## src/rtl/dvp_capture_if.sv

```systemverilog
// Sensor-side DVP byte bus and the downstream vs/de/data video stream.
// The master modport is the capture block; the slave modport is its environment.
interface dvp_capture_if;
  logic        cam_vsync;
  logic        cam_href;
  logic [7:0]  cam_data;
  logic        post_vs;
  logic        post_de;
  logic [15:0] post_data;

  modport master (
    input  cam_vsync, cam_href, cam_data,
    output post_vs, post_de, post_data
  );

  modport slave (
    output cam_vsync, cam_href, cam_data,
    input  post_vs, post_de, post_data
  );
endinterface

```

## src/rtl/dvp_capture.sv

```systemverilog
// DVP camera capture: drops the settling frames after reset, then pairs
// RGB565 bytes (high first) into pixels and checks line and frame geometry.
module dvp_capture #(
  parameter int H_DISP      = 1280,
  parameter int V_DISP      = 720,
  parameter int SKIP_FRAMES = 10
) (
  input  logic                 clk,
  input  logic                 rst,
  input  logic                 EN,
  dvp_capture_if.master        vid,
  output logic [7:0]           frame_cnt,
  output logic                 size_err,
  output logic                 odd_err
);

  localparam int SKW = (SKIP_FRAMES < 1) ? 1 : $clog2(SKIP_FRAMES + 1);
  localparam logic [SKW-1:0] SKIP_LIM = SKW'(SKIP_FRAMES);
  localparam logic [11:0]    H_LIM    = 12'(H_DISP);
  localparam logic [11:0]    V_LIM    = 12'(V_DISP);
  localparam logic [11:0]    CNT_MAX  = 12'hFFF;

  localparam logic [1:0] ST_SKIP   = 2'd0;
  localparam logic [1:0] ST_IDLE   = 2'd1;
  localparam logic [1:0] ST_ACTIVE = 2'd2;

  logic           vs1_r, hr1_r, vs2_r, hr2_r;
  logic [7:0]     d1_r;
  logic [1:0]     state_r, state_nx_s;
  logic [SKW-1:0] skip_cnt_r;
  logic           phase_r;
  logic [7:0]     hi_r;
  logic [11:0]    pix_cnt_r, line_cnt_r;
  logic           post_vs_r, post_de_r;
  logic [15:0]    post_data_r;
  logic [7:0]     frame_cnt_r;
  logic           size_err_r, odd_err_r;

  logic frame_start_s, frame_end_s, href_ok_s, line_end_s, active_s, capture_go_s;

  // Stage-1 input registers and their delayed copies for edge detection
  always_ff @(posedge clk) begin
    if (rst) begin
      vs1_r <= 1'b0;
      hr1_r <= 1'b0;
      d1_r  <= 8'd0;
      vs2_r <= 1'b0;
      hr2_r <= 1'b0;
    end else begin
      vs1_r <= vid.cam_vsync;
      hr1_r <= vid.cam_href;
      d1_r  <= vid.cam_data;
      vs2_r <= vs1_r;
      hr2_r <= hr1_r;
    end
  end

  // Frame/line events; href is ignored while vsync marks blanking
  always_comb begin
    frame_start_s = vs2_r & ~vs1_r;
    frame_end_s   = ~vs2_r & vs1_r;
    href_ok_s     = hr1_r & ~vs1_r;
    line_end_s    = hr2_r & ~hr1_r & ~vs1_r;
    active_s      = (state_r == ST_ACTIVE);
    capture_go_s  = (state_r == ST_IDLE) & frame_start_s & EN;
  end

  // Next-state logic for the skip/idle/active sequencer
  always_comb begin
    state_nx_s = state_r;
    case (state_r)
      ST_SKIP: begin
        if (skip_cnt_r >= SKIP_LIM) state_nx_s = ST_IDLE;
        else                        state_nx_s = ST_SKIP;
      end
      ST_IDLE: begin
        if (capture_go_s) state_nx_s = ST_ACTIVE;
        else              state_nx_s = ST_IDLE;
      end
      ST_ACTIVE: begin
        if (frame_end_s) state_nx_s = ST_IDLE;
        else             state_nx_s = ST_ACTIVE;
      end
      default: state_nx_s = ST_SKIP;
    endcase
  end

  // State register and settling-frame counter
  always_ff @(posedge clk) begin
    if (rst) begin
      state_r    <= ST_SKIP;
      skip_cnt_r <= '0;
    end else begin
      state_r <= state_nx_s;
      if ((state_r == ST_SKIP) && frame_end_s && (skip_cnt_r < SKIP_LIM))
        skip_cnt_r <= skip_cnt_r + SKW'(1);
    end
  end

  // Byte pairing, geometry counters, status and registered video outputs
  always_ff @(posedge clk) begin
    if (rst) begin
      phase_r     <= 1'b0;
      hi_r        <= 8'd0;
      pix_cnt_r   <= 12'd0;
      line_cnt_r  <= 12'd0;
      post_vs_r   <= 1'b0;
      post_de_r   <= 1'b0;
      post_data_r <= 16'd0;
      frame_cnt_r <= 8'd0;
      size_err_r  <= 1'b0;
      odd_err_r   <= 1'b0;
    end else begin
      post_de_r <= 1'b0;
      post_vs_r <= (state_r == ST_SKIP) ? 1'b0 : vs1_r;
      if (capture_go_s) begin
        phase_r    <= 1'b0;
        pix_cnt_r  <= 12'd0;
        line_cnt_r <= 12'd0;
      end else if (active_s) begin
        if (frame_end_s) begin
          frame_cnt_r <= frame_cnt_r + 8'd1;
          if (line_cnt_r != V_LIM) size_err_r <= 1'b1;
        end else if (href_ok_s) begin
          if (!phase_r) begin
            hi_r    <= d1_r;
            phase_r <= 1'b1;
          end else begin
            post_data_r <= {hi_r, d1_r};
            post_de_r   <= 1'b1;
            phase_r     <= 1'b0;
            if (pix_cnt_r != CNT_MAX) pix_cnt_r <= pix_cnt_r + 12'd1;
          end
        end else if (line_end_s) begin
          // An unpaired trailing byte is discarded, never merged into the next line
          if (phase_r) begin
            odd_err_r <= 1'b1;
            phase_r   <= 1'b0;
          end
          if (pix_cnt_r != H_LIM) size_err_r <= 1'b1;
          if (line_cnt_r != CNT_MAX) line_cnt_r <= line_cnt_r + 12'd1;
          pix_cnt_r <= 12'd0;
        end
      end
    end
  end

  assign vid.post_vs   = post_vs_r;
  assign vid.post_de   = post_de_r;
  assign vid.post_data = post_data_r;
  assign frame_cnt     = frame_cnt_r;
  assign size_err      = size_err_r;
  assign odd_err       = odd_err_r;

endmodule

```

## src/flat_wrapper.sv

```systemverilog
// flat-port wrapper written by rule: the top's interface ports become plain ports
module dvp_capture_flat 
#(
  parameter int H_DISP      = 1280,
  parameter int V_DISP      = 720,
  parameter int SKIP_FRAMES = 10
)
  (clk, rst, EN, frame_cnt, size_err, odd_err, vid_cam_vsync, vid_cam_href, vid_cam_data, vid_post_vs, vid_post_de, vid_post_data);
  dvp_capture_if vid_i ();
  input  logic clk;
  input  logic rst;
  input  logic EN;
  output logic [7:0] frame_cnt;
  output logic size_err;
  output logic odd_err;
  input wire logic [$bits(vid_i.cam_vsync)-1:0] vid_cam_vsync;
  input wire logic [$bits(vid_i.cam_href)-1:0] vid_cam_href;
  input wire logic [$bits(vid_i.cam_data)-1:0] vid_cam_data;
  output wire logic [$bits(vid_i.post_vs)-1:0] vid_post_vs;
  output wire logic [$bits(vid_i.post_de)-1:0] vid_post_de;
  output wire logic [$bits(vid_i.post_data)-1:0] vid_post_data;
  assign vid_i.cam_vsync = vid_cam_vsync;
  assign vid_i.cam_href = vid_cam_href;
  assign vid_i.cam_data = vid_cam_data;
  assign vid_post_vs = vid_i.post_vs;
  assign vid_post_de = vid_i.post_de;
  assign vid_post_data = vid_i.post_data;
  dvp_capture #(.H_DISP(H_DISP), .V_DISP(V_DISP), .SKIP_FRAMES(SKIP_FRAMES)) u_core (.clk(clk), .rst(rst), .EN(EN), .vid(vid_i), .frame_cnt(frame_cnt), .size_err(size_err), .odd_err(odd_err));
endmodule
```

## config.mk

```make
export PLATFORM = sky130hd
export DESIGN_NAME = dvp_capture_flat
export DESIGN_NICKNAME = d
export VERILOG_FILES = /design/src/rtl/dvp_capture_if.sv /design/src/rtl/dvp_capture.sv /design/src/flat_wrapper.sv
export SDC_FILE = /design/constraint.sdc
export NUM_CORES = 1
export LEC_CHECK = 0
export ABC_CLOCK_PERIOD_IN_PS = 1680
export BUFFER_PORTS_ARGS = -buffer_cell sky130_fd_sc_hd__clkbuf_2
export CORE_AREA = 2 2 86 88
export CTS_BUF_LIST = sky130_fd_sc_hd__clkbuf_4 sky130_fd_sc_hd__clkbuf_8
export CTS_CLUSTER_DIAMETER = 30
export DETAILED_ROUTE_END_ITERATION = 12
export DIE_AREA = 0 0 88 90
export PLACE_DENSITY = 0.72
export SLEW_MARGIN = 25
export SYNTH_ARGS = -nofsm -noshare
export SYNTH_HDL_FRONTEND = slang
export SYNTH_SLANG_ARGS = --single-unit
```

## constraint.sdc

```tcl
create_clock -name clk -period 1.68 [get_ports clk]
set_input_delay 0.084 -clock clk [delete_from_list [all_inputs] [get_ports clk]]
set_output_delay 0.084 -clock clk [all_outputs]
set_load 0.02 [all_outputs]
```

# After elaboration in Yosys (flattened, before gate mapping)
# Index checks and enable logic that the tools add are counted.
# classes
n_addsub	4
n_lt_le_gt_ge	2
n_eq_ne	10
muxes	17
bitwise_logic	15
reduce_logical	17
# op_table
op	n
12-bit 2-to-1 mux	4
12-bit by 1-bit adder with 12-bit output (second input constant)	2
12-bit inequality test (second input constant)	2
5-bit AND reduction	4
12-bit by 10-bit inequality test with 1-bit output (second input constant)	1
12-bit by 11-bit inequality test with 1-bit output (second input constant)	1
6-bit AND reduction	2
1-bit 2-to-1 mux	10
8-bit by 1-bit adder with 8-bit output (second input constant)	1
1-bit inverter	8
1-bit bitwise AND	7
2-bit one-hot mux with 3 select lines	1
3-bit AND reduction	2
2-bit nonzero test	3
5-bit OR reduction	1
4-bit by 1-bit adder with 4-bit output (second input constant)	1
4-bit >= comparator (second input constant)	1
4-bit less-than comparator (second input constant)	1
2-bit 2-to-1 mux	2
2-bit by 1-bit inequality test with 1-bit output (second input constant)	2
2-bit inequality test (second input constant)	2
2-bit OR reduction	2
2-bit by 1-bit equality test with 1-bit output (second input constant)	1
2-bit equality test (second input constant)	1
other kinds (2)	3
# totals
regBits	79
wordCells	82

# Logic depth before layout (Yosys ltp)
# Gate-level depths: netlist of run 1.
# logic_depth
depth_word	6
mapped_depth	7
mapped_depth_nobuf	6

# Least setup slack after synthesis of run 1
# Ideal clock, no wire load.
# synth_path
path_kind	reg2reg
startpoint	reg u_core.state_r[0]
endpoint	reg u_core.pix_cnt_r[6]
setup_ps	70
arrival_time_ps	1714
slack_ps	-105
path_stages_with_launch	7
n_path_buf	2
period_less_slack_ps	1785
path_cell_list	dfxtp_1 > buf_2 > or3b_4 > a21o_1 > buf_6 > or4_1 > a21oi_1
# synth_between
elab_chain_len	4
word_cells_on_any_way	6
# synth_rtl
element	line	rtl
from (decl)	dvp_capture.sv:29	logic [1:0] state_r, state_nx_s;
from (signal assigned)	dvp_capture.sv:94	state_r <= state_nx_s;
2-bit by 1-bit equality test with 1-bit output	dvp_capture.sv:65	capture_go_s = (state_r == ST_IDLE) & frame_start_s & EN;
1-bit bitwise AND (2 in series)	dvp_capture.sv:65	
2-bit OR reduction (no line)	-	
to (signal assigned)	dvp_capture.sv:132	if (pix_cnt_r != CNT_MAX) pix_cnt_r <= pix_cnt_r + 12'd1;
to (decl)	dvp_capture.sv:33	logic [11:0] pix_cnt_r, line_cnt_r;
# Several ways; a longest one is shown, not always the timed one.
# A chain may end at the register's enable or synchronous reset.

# Worst setup path after layout of run 1
# Ends and elaborated chain as after synthesis.

==> results.cfg, run 1 <==
[grt]
antenna_found_initial = 0
grt_pass1_vias = 3004
grt_first_pass_wirelength_um = 13200
grt_usage_pct = 20.8
grt_max_degree = 54
grt.overflow.total = 0

[clock_network]
htree_levels = 3
clk_path_buf_depth = 2
cts_buffers = 9
clock_latency_ns = 0.36
root_buffer = clkbuf_8
cts.clk_slew.worst_paths_ns = 0.09
clock_sinks = 79
cts_tree = done

[route]
wire_per_inst_um = 13.4
drt-pass1-iter-count = 4
dr_total_vias = 3138
drt_wl_total_um = 7680
drtAntennaViolNets = 0
drcViolationCount = 0
viasPerCell = 5.48
drt_iter0_markers = 224

[logic_synthesis]
synth.area.top_cells = dfxtp_1 46%, a21oi_1 6.1%, nand2_1 4.6%
yosysTopAreaCellShare_pct = 46.0
yosys_warnings = 0
ys.flop_type = dfxtp_1
synth_cell_types = 45
ys_async_sr_fraction_pct = 0
synth_edf_count = 0
yosys.area.top_type = dfxtp_1
ys_ff_latch = 79
synthCells = 400
synth_common_cells = 79 x dfxtp_1, 42 x a21oi_1, 42 x nand2_1, 29 x nor2_1, 20 x clkbuf_1
synth_most_common_cell = dfxtp_1
synth_area_sq_um = 3440
syn-num-nets = 420
syn_area_per_cell_sq_um = 8.59
synth-seq-area-share_pct = 46.0

[worst_setup_path]
path_max_fanout = 5
reg2regPathDepth = 4
worstReg2RegStart = u_core.state_r[0]
r2r_slack_ns = 0.05
end_kind = flip-flop
r2r_end = u_core.pix_cnt_r[6]
cp-start-kind = flip-flop
required_ns = 1.97
criticalPathCategory = reg -> reg
crit_path_start = u_core.state_r[0]
arrival_ns = 1.93

[sta]
slew_headroom_pct = 66.1
period_share_pct = 97.3
rsz0062_at_grt = yes
timing.hold.ws_ns = 0.129
worst_pin_slew_ns = 0.509
skew_ns = 0.0128
setup_viol = 0
fmaxAchievable_mhz = 612
drv_slew = 0
fin_crit_ns = 1.63
hold_viol = 0

[die]
fp.coreArea_sq_um = 7020
start_util_pct = 48.9
ios = 41
placementRows = 31
die_h_um = 90
dieArea_sq_um = 7920
die_w_um = 88

[pwr]
p_switching_w = 0.000846
p_comb_share_pct = 3.4
ir_worst_vdd_uv = 681
p_leak_nw = 1.56
cellInternalPower_w = 0.00264
p_per_area_nw_per_um2 = 818
pwr-share-seq_pct = 54.5
swShare_pct = 24.2
clkPwrFrac_pct = 42.1

[flow_run]
maxCapViolCount = 0

[layout]
final_nets = 489
final_cell_area_sq_um = 4270
num_antenna_cells = 0
drive_gt1_share_pct = 23.0
fill_cells = 605
area_growth_syn_to_layout_pct = 24.1

[min_path]
holdPathStages = 3
hold_path_end = u_core.state_r[0]
hp-start = EN
min_path_type = in -> reg

[placement]
globalplace.congestion = 0.911
hpwl_um = 5190
placed_cell_area_sq_um = 3900
port_buffers = 40

[status]
outcome = finished clean
per-stage QoR:
step	util [%]	total power, W	setup slack (ns)	cells	setup TNS [ns]
3_5_place_dp	55.5	0.00205	0.0256	546	0
6_report	60.8	0.00349	0.0455	573	0
4_1_cts	59.9	0.00350	0.0389	572	0
3_3_place_gp	55.5	0.00205	0.0719	546	0
5_1_grt	60.8	0.00360	-0.0296	573	-0.104
2_1_floorplan	-	0.00201	0.00570	400	0
worst max path at each step:
stage               slack (ns)  depth (start not counted)                   end
global placement          0.07                          6   u_core.frame_cnt[4]
finish                    0.05                          4   u_core.pix_cnt_r[6]
floorplan                0.006                          7  u_core.pix_cnt_r[11]
CTS                       0.04                          4   u_core.pix_cnt_r[6]
global route             -0.03                          6   u_core.frame_cnt[4]
detailed placement        0.03                          6   u_core.frame_cnt[5]
critical path, stage by stage, from the launching register on:
cell,delay [ns]
dfxtp_2,0.37
or3b_4,0.43
a21o_4,0.22
or4_1,0.43
a21oi_2,0.13
metal layers:
| metal | share of wire, % | up-vias | GRT usage [%] |
|---|---|---|---|
| met5 | 0 | - | 0 |
| met4 | 1.4 | 0 | 7.56 |
| met3 | 5.2 | 12 | 4.68 |
| met2 | 46 | 74 | 33.4 |
| met1 | 47 | 1476 | 27.1 |
| li1 | - | 1576 | - |
power groups by stage:
| stage | clock (W) | combinational (W) | sequential (W) |
|---|---|---|---|
| after global placement | 0 | 0.0000998 | 0.00195 |
| after CTS | 0.00148 | 0.000119 | 0.00190 |
| after global routing | 0.00156 | 0.000133 | 0.00190 |
| after floorplan | 0 | 0.0000662 | 0.00194 |
| final | 0.00147 | 0.000120 | 0.00190 |
| after detailed placement | 0 | 0.000101 | 0.00195 |
area by class of cell:
| type | count | area [sq um] | share of cell area [%] |
|---|---|---|---|
| timing repair buffer | 82 | 544 | 12.8 |
| inverter | 11 | 41.3 | 0.968 |
| sequential | 79 | 1600 | 37.5 |
| clock inverter | 7 | 78.8 | 1.85 |
| clock buffer | 9 | 124 | 2.90 |
| tap | 99 | 124 | 2.90 |
| multi-input combinational | 286 | 1750 | 41.1 |
registers in the layout, indices dropped and copies added, names as in the netlist, 2 cells and up:
| signal | count |
|---|---|
| u_core.vid.post_data | 16 |
| u_core.line_cnt_r | 12 |
| u_core.pix_cnt_r | 12 |
| u_core.d1_r | 8 |
| u_core.frame_cnt | 8 |
| u_core.hi_r | 8 |
| u_core.skip_cnt_r | 4 |
| u_core.state_r | 2 |
layout by cell type, fill, tap and decap left out, types with 2 or more instances in the layout:
cell type      instances
dfxtp_1               71
nand2_1               42
a21oi_1               41
clkbuf_2              40
buf_4                 31
nor2_1                29
nand3_1               16
nand4_1               15
nor2b_1               14
o21ai_0               14
inv_1                 11
nor3_1                10
dlygate4sd3_1         10
a31oi_1                9
mux2i_1                9
clkbuf_8               9
o31ai_1                8
or4_1                  8
and3_1                 7
xor2_1                 7
or3_1                  5
ha_1                   5
dfxtp_2                5
nand2b_1               4
a311oi_1               3
nor4bb_1               3
clkinvlp_4             3
dfxtp_4                3
and4_1                 2
nand4b_1               2
nor3b_1                2
o211ai_1               2
o31a_1                 2
o21a_1                 2
xnor2_1                2
o211a_1                2
nor4_1                 2
ha_2                   2
inv_6                  2
what timing repair did:
action | CTS | global route
gates resized for setup | 1 | 19
pin swaps | 0 | 7
endpoints found under the hold margin | 10 | 0
cloned | 0 | 0
hold buffers | 10 | 0
setup endpoints to repair | 3 | 45
setup buffers | 0 | 1
kinds of logic after synthesis:
logic type / Yosys count / synth area share [%]
XOR/XNOR: 9 / 2.29
buffers and inverters: 35 / 4.11
adder cells (fa/ha/maj): 7 / 2.55
AND/OR/NAND/NOR: 171 / 26.7
AO/OA/AOI/OAI: 90 / 15.7
multiplexers: 9 / 2.62
flip-flops: 79 / 46.0
(Power assumes the default switching activity.)
==> inputs of run 2 (changes only) <==
Settings changed: CORE_AREA 2 2 86 88 to 2 2 83 85, DIE_AREA 0 0 88 90 to 0 0 85 87, PLACE_DENSITY 0.72 to 0.77, RECOVER_POWER set to 100.
==> results.cfg, run 2 (synthesis results as in run 1) <==
[status]
outcome = finished clean

[clock_network]
cts_tree = done
clock_sinks = 79
cts.clk_slew.worst_paths_ns = 0.10
clk_path_buf_depth = 2
cts_buffers = 9
htree_levels = 3
clock_latency_ns = 0.36
root_buffer = clkbuf_8

[grt]
gr-usage-met1_pct = 28.3
grt_max_degree = 54
grt_usage_pct = 22.1
antenna_found_initial = 0
grt.overflow.total = 0
busiest_layer = met2
grt_pass1_vias = 2954
grt_use_met2_pct = 35.7
use_met3_pct = 4.93
grt_first_pass_wirelength_um = 13200

[sta]
period_share_pct = 98.4
skew_ns = 0.0131
fin_crit_ns = 1.65
slew_headroom_pct = 65.8
setup_ws_ns = 0.0262
drv_slew = 0
rsz0062_at_grt = yes
setup_viol = 0
hold_viol = 0
timing.hold.ws_ns = 0.149
fmaxAchievable_mhz = 605
worst_pin_slew_ns = 0.512

[placement]
dp_slack_ns = -0.0550
port_buffers = 40
globalplace.congestion = 0.851
hpwl_um = 5120

[pwr]
power_w = 0.00343
clkPwrFrac_pct = 41.0
p_switching_w = 0.000897
cellInternalPower_w = 0.00253
pwr-share-seq_pct = 55.6
swShare_pct = 26.2
ir_worst_vdd_uv = 756
p_per_area_nw_per_um2 = 822
p_leak_nw = 1.43
p_comb_share_pct = 3.4

[layout]
largest_reg_flops = 16
final_nets = 479
final_util_pct = 63.4
num_antenna_cells = 0
final_common_cell = dfxtp_1
final_cell_mix = 69 x dfxtp_1, 41 x nand2_1, 40 x a21oi_1, 29 x clkbuf_1, 28 x nor2_1
area_growth_syn_to_layout_pct = 21.3
drive_gt1_share_pct = 17.0

[die]
ios = 41
dieArea_sq_um = 7400
fp.coreArea_sq_um = 6570
die_w_um = 85
start_util_pct = 52.3
placementRows = 30
die_h_um = 87

[route]
drt_wl_total_um = 8050
drcViolationCount = 0
drt_iter0_markers = 204
drtAntennaViolNets = 0
wire_per_inst_um = 14.8
drt-pass1-iter-count = 5
viasPerCell = 5.85
dr_total_vias = 3183

[worst_setup_path]
cp-start-kind = flip-flop
crit_buf_inv = 0
criticalPathCategory = reg -> reg
end_kind = flip-flop
required_ns = 1.97
path_max_fanout = 10
max_stage_delay_ns = 0.56
arrival_ns = 1.94
critPathTopFamily = simple AND/OR/NAND/NOR gates
crit_chain = nor2b_1 > o211ai_1 > or4_1 > a21oi_1
worst_path_max_delay_cell = or4_1
r2r_slack_ns = 0.03

[min_path]
min_path_type = in -> reg

[flow_run]
maxCapViolCount = 0
==> run 2: worst min-delay path, stage by stage <==
cell      delay, ns
clkbuf_2       0.10
o21ba_2        0.19
o31ai_1        0.07
nor2_1         0.04
==> run 2: power groups by stage <==
stage / Sequential [W] / Combinational, W / Clock [W]
2_1_floorplan: 0.00194 / 0.0000662 / 0
3_3_place_gp: 0.00195 / 0.0000931 / 0
3_5_place_dp: 0.00195 / 0.0000955 / 0
4_1_cts: 0.00190 / 0.000114 / 0.00141
5_1_grt: 0.00191 / 0.000127 / 0.00150
6_report: 0.00191 / 0.000116 / 0.00141
==> run 2: worst paths after layout <==
kind | from | to | cells after the start
setup / recovery | u_core.hr1_r | u_core.line_cnt_r[11] | 4
hold / removal | rst | u_core.pix_cnt_r[3] | 4
setup reg to reg | u_core.hr1_r | u_core.line_cnt_r[11] | 4
hold reg to reg | u_core.vid.post_data[5] | u_core.vid.post_data[5] | 2
==> run 2: what timing repair did <==
action	in CTS	in global routing
hold buffers	10	0
gates resized for setup	4	25
pin swaps	0	6
setup endpoints to repair	10	26
setup buffers	0	1
endpoints found under the hold margin	10	0
==> run 2: layout make-up <==
| type | instances | area [sq um] |
|---|---|---|
| Fill cell | 539 | 2400 |
| Multi-Input combinational cell | 286 | 1790 |
| Sequential cell | 79 | 1590 |
| Timing Repair Buffer | 72 | 439 |
| Clock buffer | 9 | 124 |
| Tap cell | 80 | 100 |
| Clock inverter | 7 | 75.1 |
| Inverter | 11 | 41.3 |
==> run 2: routing by layer <==
metal  vias up  share of wire [%]
li1       1546                  -
met3        22                5.1
met1      1507                 44
met2       108                 48
met4         0                2.8
met5         -                  0
==> run 2: stage by stage <==
stage	instances	TNS (ns)	area [sq um]
2_1_floorplan	400	0	3460
3_3_place_gp	517	0	3810
3_5_place_dp	517	-0.216	3810
4_1_cts	543	-0.0143	4120
5_1_grt	544	-0.0365	4170
6_report	544	0	4170
==> inputs of run 3 (changes only) <==
Settings changed: ABC_AREA set to 1, ABC_CLOCK_PERIOD_IN_PS 1680 to 1700, CORE_AREA 2 2 83 85 to 2 2 82 84, DIE_AREA 0 0 85 87 to 0 0 84 86, PLACE_DENSITY 0.77 to 0.8, SKIP_LAST_GASP set to 1.
Clock period 1.68 ns to 1.7 ns, I/O delays scaled along.
==> results.cfg, run 3 <==
[placement]
placed_cell_area_sq_um = 3950
hpwl_um = 5390
port_buffers = 40
dp_cells = 628
globalplace.congestion = 0.869

[grt]
grt_max_degree = 34
grt_first_pass_wirelength_um = 13400
grt.overflow.total = 0
busiest_layer = met2
grt_usage_pct = 22.8
grt_use_met2_pct = 38.5
grt_pass1_vias = 3029
antenna_found_initial = 0
gr-usage-met1_pct = 28.5
use_met3_pct = 3.56

[worst_setup_path]
path_max_fanout = 18
critPathTopFamily = simple AND/OR/NAND/NOR gates
cp-start-kind = flip-flop
crit_chain = inv_2 > nand3_1 > nor2_1 > nor2_4 > inv_2 > a21oi_1
worst_path_max_delay_cell = dfxtp_1
arrival_ns = 1.80
max_stage_delay_ns = 0.38
required_ns = 1.94
crit_buf_inv = 2
end_kind = flip-flop
crit_top_cell = inv_2
criticalPathCategory = reg -> reg

[logic_synthesis]
synth_edf_count = 0
ys_ff_latch = 79
yosysTopAreaCellShare_pct = 42.7
syn_area_per_cell_sq_um = 7.13
synth_common_cells = 98 x nand2_1, 79 x dfxtp_1, 75 x inv_1, 68 x nor2_1, 53 x a21oi_1
syn-num-nets = 539
ys_async_sr_fraction_pct = 0
synth.area.top_cells = dfxtp_1 43%, nand2_1 9.9%, inv_1 7.6%
synth-seq-area-share_pct = 42.7
ys.flop_type = dfxtp_1
yosys_warnings = 0
synth_area_sq_um = 3700
synthCells = 519
synth_most_common_cell = nand2_1
yosys.area.top_type = dfxtp_1
synth_cell_types = 29

[clock_network]
cts_setup_buffers = 0
cts.clk_slew.worst_paths_ns = 0.09
cts_buffers = 9
root_buffer = clkbuf_8
clk_path_buf_depth = 2
clock_sinks = 79
clock_latency_ns = 0.37
htree_levels = 3
cts_tree = done

[layout]
final_common_cell = nand2_1
area_growth_syn_to_layout_pct = 13.6
num_antenna_cells = 0
final_nets = 592
fill_cells = 562
largest_reg_flops = 16
final_cell_area_sq_um = 4200
multi_input_area_sq_um = 1720
final_cell_mix = 99 x nand2_1, 79 x dfxtp_1, 76 x inv_1, 70 x nor2_1, 53 x a21oi_1
final_util_pct = 67.0
drive_gt1_share_pct = 10.1
instances_no_fill = 654
register_area_sq_um = 1580

[die]
ios = 41
start_util_pct = 58.9
die_h_um = 86
fp.coreArea_sq_um = 6280
dieArea_sq_um = 7220
die_w_um = 84
placementRows = 29

[pwr]
p_per_area_nw_per_um2 = 809
cellInternalPower_w = 0.00249
p_switching_w = 0.000905
ir_worst_vdd_uv = 526
p_leak_nw = 1.63
clkPwrFrac_pct = 40.7
pwr-share-seq_pct = 55.3
swShare_pct = 26.6
p_comb_share_pct = 4.0

[status]
outcome = finished clean

[sta]
period_share_pct = 91.7
setup-tns-final_ns = 0
fmaxAchievable_mhz = 642
slew_headroom_pct = 58.9
skew_ns = 0.0111
timing.hold.ws_ns = 0.0922
fin_crit_ns = 1.56
rsz0062_at_grt = no
worst_pin_slew_ns = 0.616
hold_viol = 0
drv_slew = 0
setup_viol = 0

[flow_run]
maxCapViolCount = 0

[route]
drtAntennaViolNets = 0
drt_wl_total_um = 7910
drt_iter0_markers = 218
wire_per_inst_um = 12.1
viasPerCell = 5.23
drcViolationCount = 0
drt-pass1-iter-count = 5
dr_total_vias = 3423

[min_path]
min_path_type = in -> reg
-- run 3: cell types whose count changed in the layout (fill, tap and decap cells not counted), sizes merged, moves of 11 or more --
cell,before,now
nor2,29,80
inv,15,85
nor2b,14,0
buf,21,5
nand2,42,106
a21oi,42,53
o21ai,14,28
nand3,16,47
-- run 3: final cells by class --
type                            count  area share, %
Multi-Input combinational cell    346           41.0
Sequential cell                    79           37.6
Inverter                           81           7.23
Timing Repair Buffer               55           7.17
Clock buffer                        9           2.95
Tap cell                           77           2.29
Clock inverter                      7           1.76
-- run 3: what timing repair did --
action,4_1_cts,5_1_grt
hold buffers,10,0
setup endpoints to repair,0,10
hold endpoints to repair,10,0
resized for setup,0,3
-- run 3: through the flow --
step                      setup WS, ns  total power (W)
final                            0.141          0.00340
after global routing           0.00824          0.00352
after CTS                       0.0561          0.00342
after detailed placement        0.0974          0.00204
after global placement           0.182          0.00204
after floorplan                  0.370          0.00200
-- run 3: kinds of logic (layout without fill, tap and decap cells) --
| group | Yosys count | in the layout | share of synthesized area, % |
|---|---|---|---|
| xor+xnor | 6 | 6 | 1.42 |
| flops | 79 | 79 | 42.7 |
| simple gates | 249 | 249 | 31.5 |
| compound gates | 84 | 84 | 11.6 |
| fa+ha+maj | 7 | 7 | 2.37 |
| buf+inv | 94 | 152 | 10.4 |
-- run 3: layer usage --
layer | wire length (um) | part of all wire (%) | vias up
li1 | - | - | 1754
met1 | 3600 | 46 | 1576
met2 | 3870 | 49 | 79
met3 | 294 | 3.7 | 14
met4 | 148 | 1.9 | 0
met5 | 0 | 0 | -
-- run 3: final timing paths --
check / startpoint / end / slack, ns / depth (start not counted)
hold / removal: rst / u_core.hr1_r / 0.09 / 2
setup / recovery: u_core.vs1_r / u_core.pix_cnt_r[5] / 0.14 / 6
setup reg to reg: u_core.vs1_r / u_core.pix_cnt_r[5] / 0.14 / 6
hold reg to reg: u_core.vid.post_data[6] / u_core.vid.post_data[6] / 0.45 / 2
-- run 3: power groups by stage --
stage / clock, W / sequential [W] / combinational (W)
CTS: 0.00141 / 0.00188 / 0.000136
finish: 0.00138 / 0.00188 / 0.000135
global route: 0.00148 / 0.00188 / 0.000154
floorplan: 0 / 0.00192 / 0.0000827
detailed placement: 0 / 0.00192 / 0.000118
global placement: 0 / 0.00192 / 0.000116
